**config.mk**
```make
export PLATFORM = sky130hd
export DESIGN_NAME = fly_animation_down
export DESIGN_NICKNAME = d
export VERILOG_FILES = /design/src/rtl/fly_animation_down.sv
export SDC_FILE = /design/constraint.sdc
export NUM_CORES = 1
export LEC_CHECK = 0
export BUFFER_PORTS_ARGS = -buffer_cell sky130_fd_sc_hd__clkbuf_2
export CORE_UTILIZATION = 27
export CTS_CLUSTER_SIZE = 14
export DETAILED_ROUTE_END_ITERATION = 16
export GPL_TIMING_DRIVEN = 1
export PLACE_DENSITY_LB_ADDON = 0.2
export SLEW_MARGIN = 20
export SYNTH_ARGS = -nofsm -noshare
export SYNTH_HDL_FRONTEND = slang
export SYNTH_SLANG_ARGS = --single-unit
export TNS_END_PERCENT = 20
```
**constraint.sdc**
```tcl
create_clock -name clock -period 6.5 [get_ports clock]
set_clock_uncertainty 0.15 [all_clocks]
set_input_delay 1.3 -clock clock [delete_from_list [all_inputs] [get_ports clock]]
set_output_delay 1.3 -clock clock [all_outputs]
set_load 0.05 [all_outputs]
```
**src/rtl/fly_animation_down.sv**
```systemverilog
// Fly-in animation: a 4x4 sprite descends from Y_START to Y_END above one of four slots, erasing from the background ROM between frames.
// Latency: first pixel on x/y two cycles after start is sampled high; the erase pixel follows its bg_x/bg_y address by one cycle.
// No backpressure: pixels stream one per cycle while plot=1; start low abandons the sequence on the next edge.
module fly_animation_down #(
    parameter int         X_A         = 50,
    parameter int         X_B         = 125,
    parameter int         X_C         = 200,
    parameter int         X_D         = 275,
    parameter int         Y_START     = 0,
    parameter int         Y_END       = 165,
    parameter int         HOLD_CYCLES = 190000,
    parameter logic [2:0] FLY_COLOUR  = 3'b000
) (
    input  logic       clock,
    input  logic       resetn,
    input  logic       start,
    input  logic [1:0] address,
    input  logic [2:0] bg_colour,
    output logic [8:0] bg_x,
    output logic [7:0] bg_y,
    output logic [8:0] x,
    output logic [7:0] y,
    output logic [2:0] colour,
    output logic       plot,
    output logic       over
);

    localparam int          HW        = (HOLD_CYCLES > 1) ? $clog2(HOLD_CYCLES) : 1;
    localparam logic [HW-1:0] HOLD_LAST = HW'(HOLD_CYCLES - 1);
    localparam logic [8:0]  XA_L      = 9'(X_A);
    localparam logic [8:0]  XB_L      = 9'(X_B);
    localparam logic [8:0]  XC_L      = 9'(X_C);
    localparam logic [8:0]  XD_L      = 9'(X_D);
    localparam logic [7:0]  YS_L      = 8'(Y_START);
    localparam logic [7:0]  YE_L      = 8'(Y_END);

    typedef enum logic [2:0] {
        S_IDLE,
        S_LOAD,
        S_DRAW,
        S_HOLD,
        S_ERASE,
        S_UPDATE,
        S_DONE
    } state_t;

    state_t          state_q, state_d;
    logic [3:0]      cnt_q, cnt_d;
    logic [HW-1:0]   hold_q, hold_d;
    logic [8:0]      xbase_q, xbase_d;
    logic [7:0]      ybase_q, ybase_d;
    logic [8:0]      x_q, x_d;
    logic [7:0]      y_q, y_d;
    logic [2:0]      colour_q, colour_d;
    logic            plot_q, plot_d;
    logic            over_q, over_d;
    logic            erase_q, erase_d;
    logic [8:0]      pix_x;
    logic [7:0]      pix_y;

    // Current sprite pixel addressed by the 4x4 counter, row-major.
    always_comb begin
        pix_x = xbase_q + {7'd0, cnt_q[1:0]};
        pix_y = ybase_q + {6'd0, cnt_q[3:2]};
    end

    // Background ROM address is only driven while erasing; zero otherwise.
    always_comb begin
        bg_x = 9'd0;
        bg_y = 8'd0;
        if (state_q == S_ERASE) begin
            bg_x = pix_x;
            bg_y = pix_y;
        end
    end

    // Next-state, counters and next values of the registered VGA outputs.
    always_comb begin
        state_d  = state_q;
        cnt_d    = cnt_q;
        hold_d   = hold_q;
        xbase_d  = xbase_q;
        ybase_d  = ybase_q;
        x_d      = x_q;
        y_d      = y_q;
        colour_d = colour_q;
        plot_d   = 1'b0;
        over_d   = 1'b0;
        erase_d  = 1'b0;
        if (!start) begin
            state_d = S_IDLE;
            cnt_d   = 4'd0;
            hold_d  = '0;
        end else begin
            case (state_q)
                S_IDLE: begin
                    state_d = S_LOAD;
                    cnt_d   = 4'd0;
                    hold_d  = '0;
                end
                S_LOAD: begin
                    case (address)
                        2'b00:   xbase_d = XA_L;
                        2'b01:   xbase_d = XB_L;
                        2'b10:   xbase_d = XC_L;
                        default: xbase_d = XD_L;
                    endcase
                    ybase_d = YS_L;
                    cnt_d   = 4'd0;
                    state_d = S_DRAW;
                end
                S_DRAW: begin
                    x_d      = pix_x;
                    y_d      = pix_y;
                    colour_d = FLY_COLOUR;
                    plot_d   = 1'b1;
                    cnt_d    = cnt_q + 4'd1;
                    if (cnt_q == 4'd15) begin
                        hold_d  = '0;
                        state_d = (ybase_q == YE_L) ? S_DONE : S_HOLD;
                    end
                end
                S_HOLD: begin
                    if (hold_q == HOLD_LAST) begin
                        hold_d  = '0;
                        cnt_d   = 4'd0;
                        state_d = S_ERASE;
                    end else begin
                        hold_d = hold_q + 1'b1;
                    end
                end
                S_ERASE: begin
                    // Colour arrives from the ROM in the cycle these coordinates are shown.
                    x_d     = pix_x;
                    y_d     = pix_y;
                    plot_d  = 1'b1;
                    erase_d = 1'b1;
                    cnt_d   = cnt_q + 4'd1;
                    if (cnt_q == 4'd15) begin
                        state_d = S_UPDATE;
                    end
                end
                S_UPDATE: begin
                    ybase_d = ybase_q + 8'd1;
                    cnt_d   = 4'd0;
                    state_d = S_DRAW;
                end
                S_DONE: begin
                    over_d = 1'b1;
                end
                default: begin
                    state_d = S_IDLE;
                end
            endcase
        end
    end

    // All state, counters and VGA output registers; asynchronous clear.
    always_ff @(posedge clock or negedge resetn) begin
        if (!resetn) begin
            state_q  <= S_IDLE;
            cnt_q    <= 4'd0;
            hold_q   <= '0;
            xbase_q  <= 9'd0;
            ybase_q  <= 8'd0;
            x_q      <= 9'd0;
            y_q      <= 8'd0;
            colour_q <= 3'd0;
            plot_q   <= 1'b0;
            over_q   <= 1'b0;
            erase_q  <= 1'b0;
        end else begin
            state_q  <= state_d;
            cnt_q    <= cnt_d;
            hold_q   <= hold_d;
            xbase_q  <= xbase_d;
            ybase_q  <= ybase_d;
            x_q      <= x_d;
            y_q      <= y_d;
            colour_q <= colour_d;
            plot_q   <= plot_d;
            over_q   <= over_d;
            erase_q  <= erase_d;
        end
    end

    // Erase pixels take their colour straight from the ROM data for the registered address.
    always_comb begin
        x      = x_q;
        y      = y_q;
        colour = erase_q ? bg_colour : colour_q;
        plot   = plot_q;
        over   = over_q;
    end

endmodule

```
### Word-level counts from Yosys, hierarchy flattened

Index checks and enable logic that the tools add are counted.

* register bits: 62
* word-level logic and storage cells: 68

* $add $sub $neg: 5
* eq/ne operators: 17
* multiplexer cells: 24
* reduce and logical (&&, ||, !) cells: 12

Operator list (number)
* 2-to-1 mux 18 bit: 3
* case mux 18 bit (3 select lines): 1
* case mux 9 bit (3 select lines): 1
* adder 18 x 1 -> 18 bit, second input constant: 1
* == test 18 bit, second input constant: 1
* 2-to-1 mux 3 bit: 6
* case mux 3 bit (6 select lines): 1
* case mux 8 bit (2 select lines): 1
* case mux 4 bit (3 select lines): 1
* AND reduction 2 bit: 5
* adder 9 x 2 -> 9 bit: 1
* == test 3 bit, second input constant: 3
* 2-to-1 mux 9 bit: 1
* adder 8 x 1 -> 8 bit, second input constant: 1
* adder 8 x 2 -> 8 bit: 1
* == test 8 bit, second input constant: 1
* 2-to-1 mux 4 bit: 2
* 2-to-1 mux 8 bit: 1
* == test 3 x 2 -> 1 bit, second input constant: 2
* 2-to-1 mux 1 bit: 6
* != test 3 bit, second input constant: 2
* adder 4 x 1 -> 4 bit, second input constant: 1
* == test 4 bit, second input constant: 1
* != test 4 x 1 -> 1 bit, second input constant: 1
* 12 further kinds: 13

### Depth between registers and ports, before layout

Gate-level depths: netlist of run 1.

* depth after elaboration: 5
* gate-level depth with buffers: 8

### Worst setup path after synthesis of run 1

Ideal clock, no wire load.

* kind: register to output
* start: reg cnt_q[0]
* end: out bg_x[8]
* arrival: 2.274 ns
* data required time: 5.050 ns
* slack: 2.776 ns
* cell stages (with the launch flop): 9
* cell sequence: dfrtp_1 ha_1 inv_1 fa_1 nor2b_1 nand2b_1 or2_2 xor2_1 nor2_1

* longest elaborated chain between the ends: 2

RTL lines
* from (decl): line 48 `logic [3:0] cnt_q, cnt_d;`
* from (signal assigned): line 174 `cnt_q <= cnt_d;`
* adder 9 x 2 -> 9 bit: line 63 `pix_x = xbase_q + {7'd0, cnt_q[1:0]};`
* 2-to-1 mux 9 bit: line 71 `if (state_q == S_ERASE) begin`
* to (decl): line 19 `output logic [8:0] bg_x,`

No other way between the ends.

### Worst setup path in the final report of run 1

Same ends and word-level chain as after synthesis.

==> run summary, run 1 <==
Origin of the critical flop-to-flop path -> state_q[0]
Synth warnings -> 0
Synth cell types -> 51
Hold_sp -> x[2]
Clk slew on worst S/H paths -> 0.05 ns
Fin. Hold Viols -> 0
Most common flop cell mapped by yosys -> dfrtp_1
Post-Synth Adder-Cell Area -> 5.95%
Worst VDD drop -> 0.127 mV
CP max stage delay -> 0.40 ns
CTS Hold Bufs -> 0
Slew margin rel. -> 30.8%
Simple-gate share of the synthesized area -> 22.2%
Ranking of synthesized cells by area -> dfrtp_1 45%, o21ai_0 5.7%, nand2_1 5.2%
Clk root buf -> clkbuf_16
Most frequent cell after synthesis -> dfrtp_1
Final layout net count -> 438
Final setup TNS -> 0 ns
Leakage -> 1.82 nW
CP Capture Type -> output port
Pwr per Cell Area -> 377 nW/µm²
Kind of critical path -> reg2out
Post-synth top area share -> 44.8%
Die X -> 114 µm
Crit share post-route -> 60.5%
GRT Total Usage -> 12.5%
I/O pin count -> 47
Die ar. -> 13100 µm²
Die Y -> 114 µm
Drt pass-1 iters -> 4
Final ANT Viol Nets -> 0
Worst-path cell chain -> ha_1 > inv_1 > fa_1 > nor2b_1 > nand2b_1 > or2_2 > xor2_1 > nor2_1 > clkbuf_2
Status -> completed
Post-DR vias/cell -> 4.71
Postcts setup bufs -> 0
Largest family of logic cells by synthesized area -> simple AND/OR/NAND/NOR gates
R2R Setup Slk -> 3.88 ns
CTS Buf Count -> 9
Synth top cells by count -> 61 x dfrtp_1, 47 x nand2_1, 45 x nor2_1
Syn nets -> 398
DR vias -> 2767
RSZ-0062 raised after global routing -> false
Final Wtd Congestion -> 0.763
Worst min-delay path class -> reg2reg
Final worst slack -> 2.57 ns
Seq/Total Area, Yosys -> 44.8%
Worst-margin pin slew -> 1.03 ns
Overflow after GRT -> 0
Crit-path max FO -> 5
Post-CTS Resized -> 0
Max Cap Viol -> 0
Antenna violations before repair -> 0
Post-Syn Area -> 3400 µm²
Setup violations, final -> 0
Multiplexer share of the synthesized area -> 0.992%
Post-Syn Instances -> 375
Crit path max-delay cell type -> dfrtp_1
Skew-Pair Late Insertion Delay -> 0.33 ns
DRC viols -> 0
Count of pins over their slew limit -> 0
Core area -> 12200 µm²
Critical path launch point -> cnt_q[0]
Largest net degree at the start of global routing -> 62
Synth area leader -> dfrtp_1
Number of synthesized flops with an enable pin -> 0
Row count -> 40
Post-synthesis xor/xnor area fraction -> 3.60%
Post-DP HPWL -> 5450 µm
Initial Util -> 28.0%
# diodes -> 0
Area grow syn2layout -> 18.6%
CTS max path bufs -> 2
Initial drt markers -> 181
Place WS -> 2.90 ns
CP startpoint kind -> flip-flop
First-pass GRT wire length -> 12600 µm
CTS tree -> built
Syn Area/Cell -> 9.08 µm²
Number of global-route vias before repair -> 2560
Fin crit period -> 3.93 ns
Share of cells above drive strength 1 -> 18.6%
Clk sinks -> 61
Worst EP arrival -> 2.48 ns
Seq cells post-synth -> 61
Port bufs -> 46
CP required -> 5.05 ns
CTS H-Tree Depth -> 3
Final wirelength -> 7580 µm
Compound-Gate Fraction of Synth Area -> 16.3%
Routed WL per cell -> 12.9 µm
Max frequency -> 0.254 GHz
Fill cell count -> 1274
Ys async rst share -> 100%
-- worst max-delay path, delay by kind of cell (launching register included) --
| kind | cells | cell delay [ns] |
|---|---|---|
| buffers and inverters | 2 | 0.36 |
| DFF | 1 | 0.40 |
| and+or+nand+nor | 4 | 0.63 |
| xor gates and xnor gates | 1 | 0.16 |
| adders and majority gates | 2 | 0.59 |
-- routing by layer --
layer,vias up,wire [µm],track usage (%)
li1,1385,-,-
met1,1331,3640,16.8
met2,41,3550,18.8
met3,10,272,3.23
met4,0,115,5.71
met5,-,0,0
-- metrics by stage --
| stage | utilization (%) | hold slack [ns] | instance area [µm²] | total power [mW] | std cells |
|---|---|---|---|---|---|
| floorplan | - | 0.323 | 3400 | 0.918 | 375 |
| global placement | 30.6 | 0.315 | 3730 | 1.04 | 572 |
| detailed placement | 30.6 | 0.326 | 3730 | 1.04 | 572 |
| CTS | 33.2 | 0.339 | 4040 | 1.54 | 587 |
| global route | 33.2 | 0.360 | 4040 | 1.62 | 587 |
| finish | 33.2 | 0.332 | 4040 | 1.52 | 587 |
-- where the power goes --
group	leakage, nW	total, mW	switching [mW]	internal (mW)
Clock	0.155	0.493	0.167	0.325
Sequential	0.819	0.532	0.0774	0.455
Combinational	0.850	0.496	0.348	0.149
Total	1.82	1.52	0.593	0.929
-- cells in the final DEF (no fill, tap or decap), types with 6 or more instances in the layout --
cell and count:
o21ai_0 39, nand3_1 16, clkbuf_2 46, xnor2_1 6
nand4_1 6, a21o_1 7, a21oi_1 13, nand2_1 47
a22o_1 6, dfrtp_1 61, clkbuf_16 9, a31oi_1 8
xor2_1 8, nor2_1 45, ha_1 13, inv_1 18
-- logic make-up after synthesis --
logic type      after synthesis
simple gates                155
compound gates               89
flops                        61
buf+inv                      38
fa+ha+maj                    15
xor+xnor                     14
mux                           3
-- final timing paths --
path | endpoint | cells past startpoint
setup / recovery | bg_x[8] | 9
hold / removal | x[2] | 2
setup reg to reg | xbase_q[8] | 4
hold reg to reg | x[2] | 2
max in group asynchronous | hold_q[10] | 2
min in group asynchronous | x[6] | 2
-- sequential cells by signal (all words and copies together), names as in the netlist --
| name | cells |
|---|---|
| y | 8 |
| ybase_q | 8 |
| erase_q | 1 |
| plot | 1 |
| x | 9 |
| over | 1 |
| state_q | 3 |
| cnt_q | 4 |
| xbase_q | 8 |
| hold_q | 18 |
-- layout make-up --
class,count,area [µm²],area share (%)
Timing Repair Buffer,49,253,6.26
Multi-Input combinational cell,276,1670,41.4
Clock inverter,3,43.8,1.08
Clock buffer,12,267,6.60
Tap cell,168,210,5.21
Sequential cell,61,1530,37.8
Inverter,18,67.6,1.67
No activity file was read; power rests on OpenSTA's default activity.
==> run 2, diff against run 1 <==
==> constraint.sdc (replaced) <==
create_clock -name clock -period 3.9 [get_ports clock]
set_clock_uncertainty 0.15 [all_clocks]
set_input_delay 0.78 -clock clock [delete_from_list [all_inputs] [get_ports clock]]
set_output_delay 0.78 -clock clock [all_outputs]
set_load 0.05 [all_outputs]
==> run 2 against run 1 <==
Clock power increased by 43%. Worst setup slack got worse by 2.1 ns. Wire length increased by 2.4%. Sequential cell count unchanged. Power increased by 59%. Die area unchanged. Core utilization decreased by 0.23 points. Sequential power increased by 65%. Critical endpoint unchanged. Largest power group unchanged. Highest routed layer unchanged.
==> run summary, run 2 (same netlist as run 1, synthesis figures left out) <==
Status -> completed
Stages on worst setup path -> 9
Final setup TNS -> 0 ns
# diodes -> 0
Largest net degree at the start of global routing -> 38
Routed WL per cell -> 13.1 µm
Worst min-delay path class -> in2async
CP bufs+invs -> 2
CP max stage delay -> 0.41 ns
Overflow after GRT -> 0
CP Capture Type -> output port
Number of global-route vias before repair -> 2754
RSZ-0062 raised after global routing -> false
CP startpoint kind -> flip-flop
Count of pins over their slew limit -> 0
Initial drt markers -> 139
Seq pwr share -> 36.1%
Port bufs -> 46
Final Wtd Congestion -> 0.739
Non-Filler Instances -> 591
Top cell family by delay on the critical path -> simple AND/OR/NAND/NOR gates
Final ANT Viol Nets -> 0
Final layout net count -> 441
Die ar. -> 13100 µm²
Worst EP arrival -> 2.48 ns
CTS max path bufs -> 2
CTS Buf Count -> 9
Pwr per Cell Area -> 605 nW/µm²
Post-CTS Resized -> 0
Clk sinks -> 61
Initial Util -> 28.0%
Share of total power in the clock network -> 29.0%
Most frequent cells in the layout -> 61 x dfrtp_1, 47 x nand2_1, 46 x clkbuf_2
Core area -> 12200 µm²
Die X -> 114 µm
Crit path max-delay cell type -> dfrtp_1
Die Y -> 114 µm
Worst-margin pin slew -> 0.846 ns
Fin crit period -> 3.41 ns
GRT Total Usage -> 13.1%
CTS tree -> built
Leakage -> 1.81 nW
I/O pin count -> 47
DRC viols -> 0
First-pass GRT wire length -> 13400 µm
Max Cap Viol -> 0
Post-DR vias/cell -> 4.68
Worst-path cell chain -> ha_1 > inv_1 > fa_1 > nor2b_1 > nand2b_1 > or2_2 > xor2_1 > nor2_1 > clkbuf_2
Antenna violations before repair -> 0
CTS H-Tree Depth -> 3
Placed cell area -> 3750 µm²
Fin. Hold Viols -> 0
Final wirelength -> 7760 µm
Fin area -> 4010 µm²
Row count -> 40
Kind of critical path -> reg2out
Share of cells above drive strength 1 -> 18.9%
Crit share post-route -> 87.3%
Drt pass-1 iters -> 4
Cells after DPL -> 575
Fin util -> 33.0%
Switching Fraction -> 40.7%
Worst VDD drop -> 0.201 mV
CTS Hold Bufs -> 0
Pint -> 1.44 mW
DR vias -> 2764
FF-to-FF path depth -> 6
Comb pwr share -> 34.9%
CP required -> 2.97 ns
Postcts setup bufs -> 0
Largest register FFs -> 18
Area grow syn2layout -> 17.8%
Net switching power -> 988 µW
Post-DP HPWL -> 5690 µm
Largest Register -> hold_q
Crit-path max FO -> 5
Total power -> 2.43 mW
Clk root buf -> clkbuf_16
Slew margin rel. -> 43.4%
Setup violations, final -> 0
Max frequency -> 0.294 GHz
Clk slew on worst S/H paths -> 0.05 ns
Skew-Pair Late Insertion Delay -> 0.32 ns
Most common cell after layout, fill and taps aside -> dfrtp_1
run 2: routing by layer:
metal  global-route usage (%)  routed length, µm  vias up
met5                        0                  0        -
met4                     4.94                104        0
met3                     2.86                188        7
met2                     21.2               3610       28
met1                     17.2               3860     1339
li1                         -                  -     1390
run 2: area by class of cell:
cell class | instances | area, µm²
repair buffers | 52 | 275
clock buffers | 11 | 233
multi-input cells | 276 | 1670
flip-flops and latches | 61 | 1530
clock inverters | 5 | 27.5
well taps | 168 | 210
fillers | 1269 | 8150
inverters | 18 | 67.6
run 2: through the flow:
| step | worst slack, ns | hold slack, ns |
|---|---|---|
| 2_1_floorplan | 0.696 | 0.323 |
| 3_3_place_gp | 0.870 | 0.316 |
| 3_5_place_dp | 0.832 | 0.323 |
| 4_1_cts | 0.478 | 0.336 |
| 5_1_grt | 0.360 | 0.350 |
| 6_report | 0.494 | 0.317 |
run 2: final timing paths:
path                                  from    endpoint  slack (ns)
worst max-delay path              cnt_q[0]     bg_x[8]        0.49
worst min-delay path                resetn  xbase_q[7]        0.32
worst max register to register  hold_q[12]   hold_q[3]        1.54
worst min register to register        y[4]        y[4]        0.33
max in group asynchronous           resetn  ybase_q[3]        2.56
min in group clock                    y[4]        y[4]        0.33
run 2: worst register-to-register path, cell delays in order (launching register included):
cell and delay, ns:
dfrtp_1 0.42, or4_4 0.57, nor4_4 0.32, a21oi_1 0.19, buf_4 0.24, a21o_1 0.18
a22o_1 0.18
run 2: power by group through the flow:
stage	clock network, mW	registers [mW]	logic [mW]
after CTS	0.729	0.879	0.861
after global placement	0	0.887	0.855
after global routing	0.751	0.895	0.945
final	0.703	0.877	0.847
after detailed placement	0	0.891	0.859
after floorplan	0	1.02	0.505
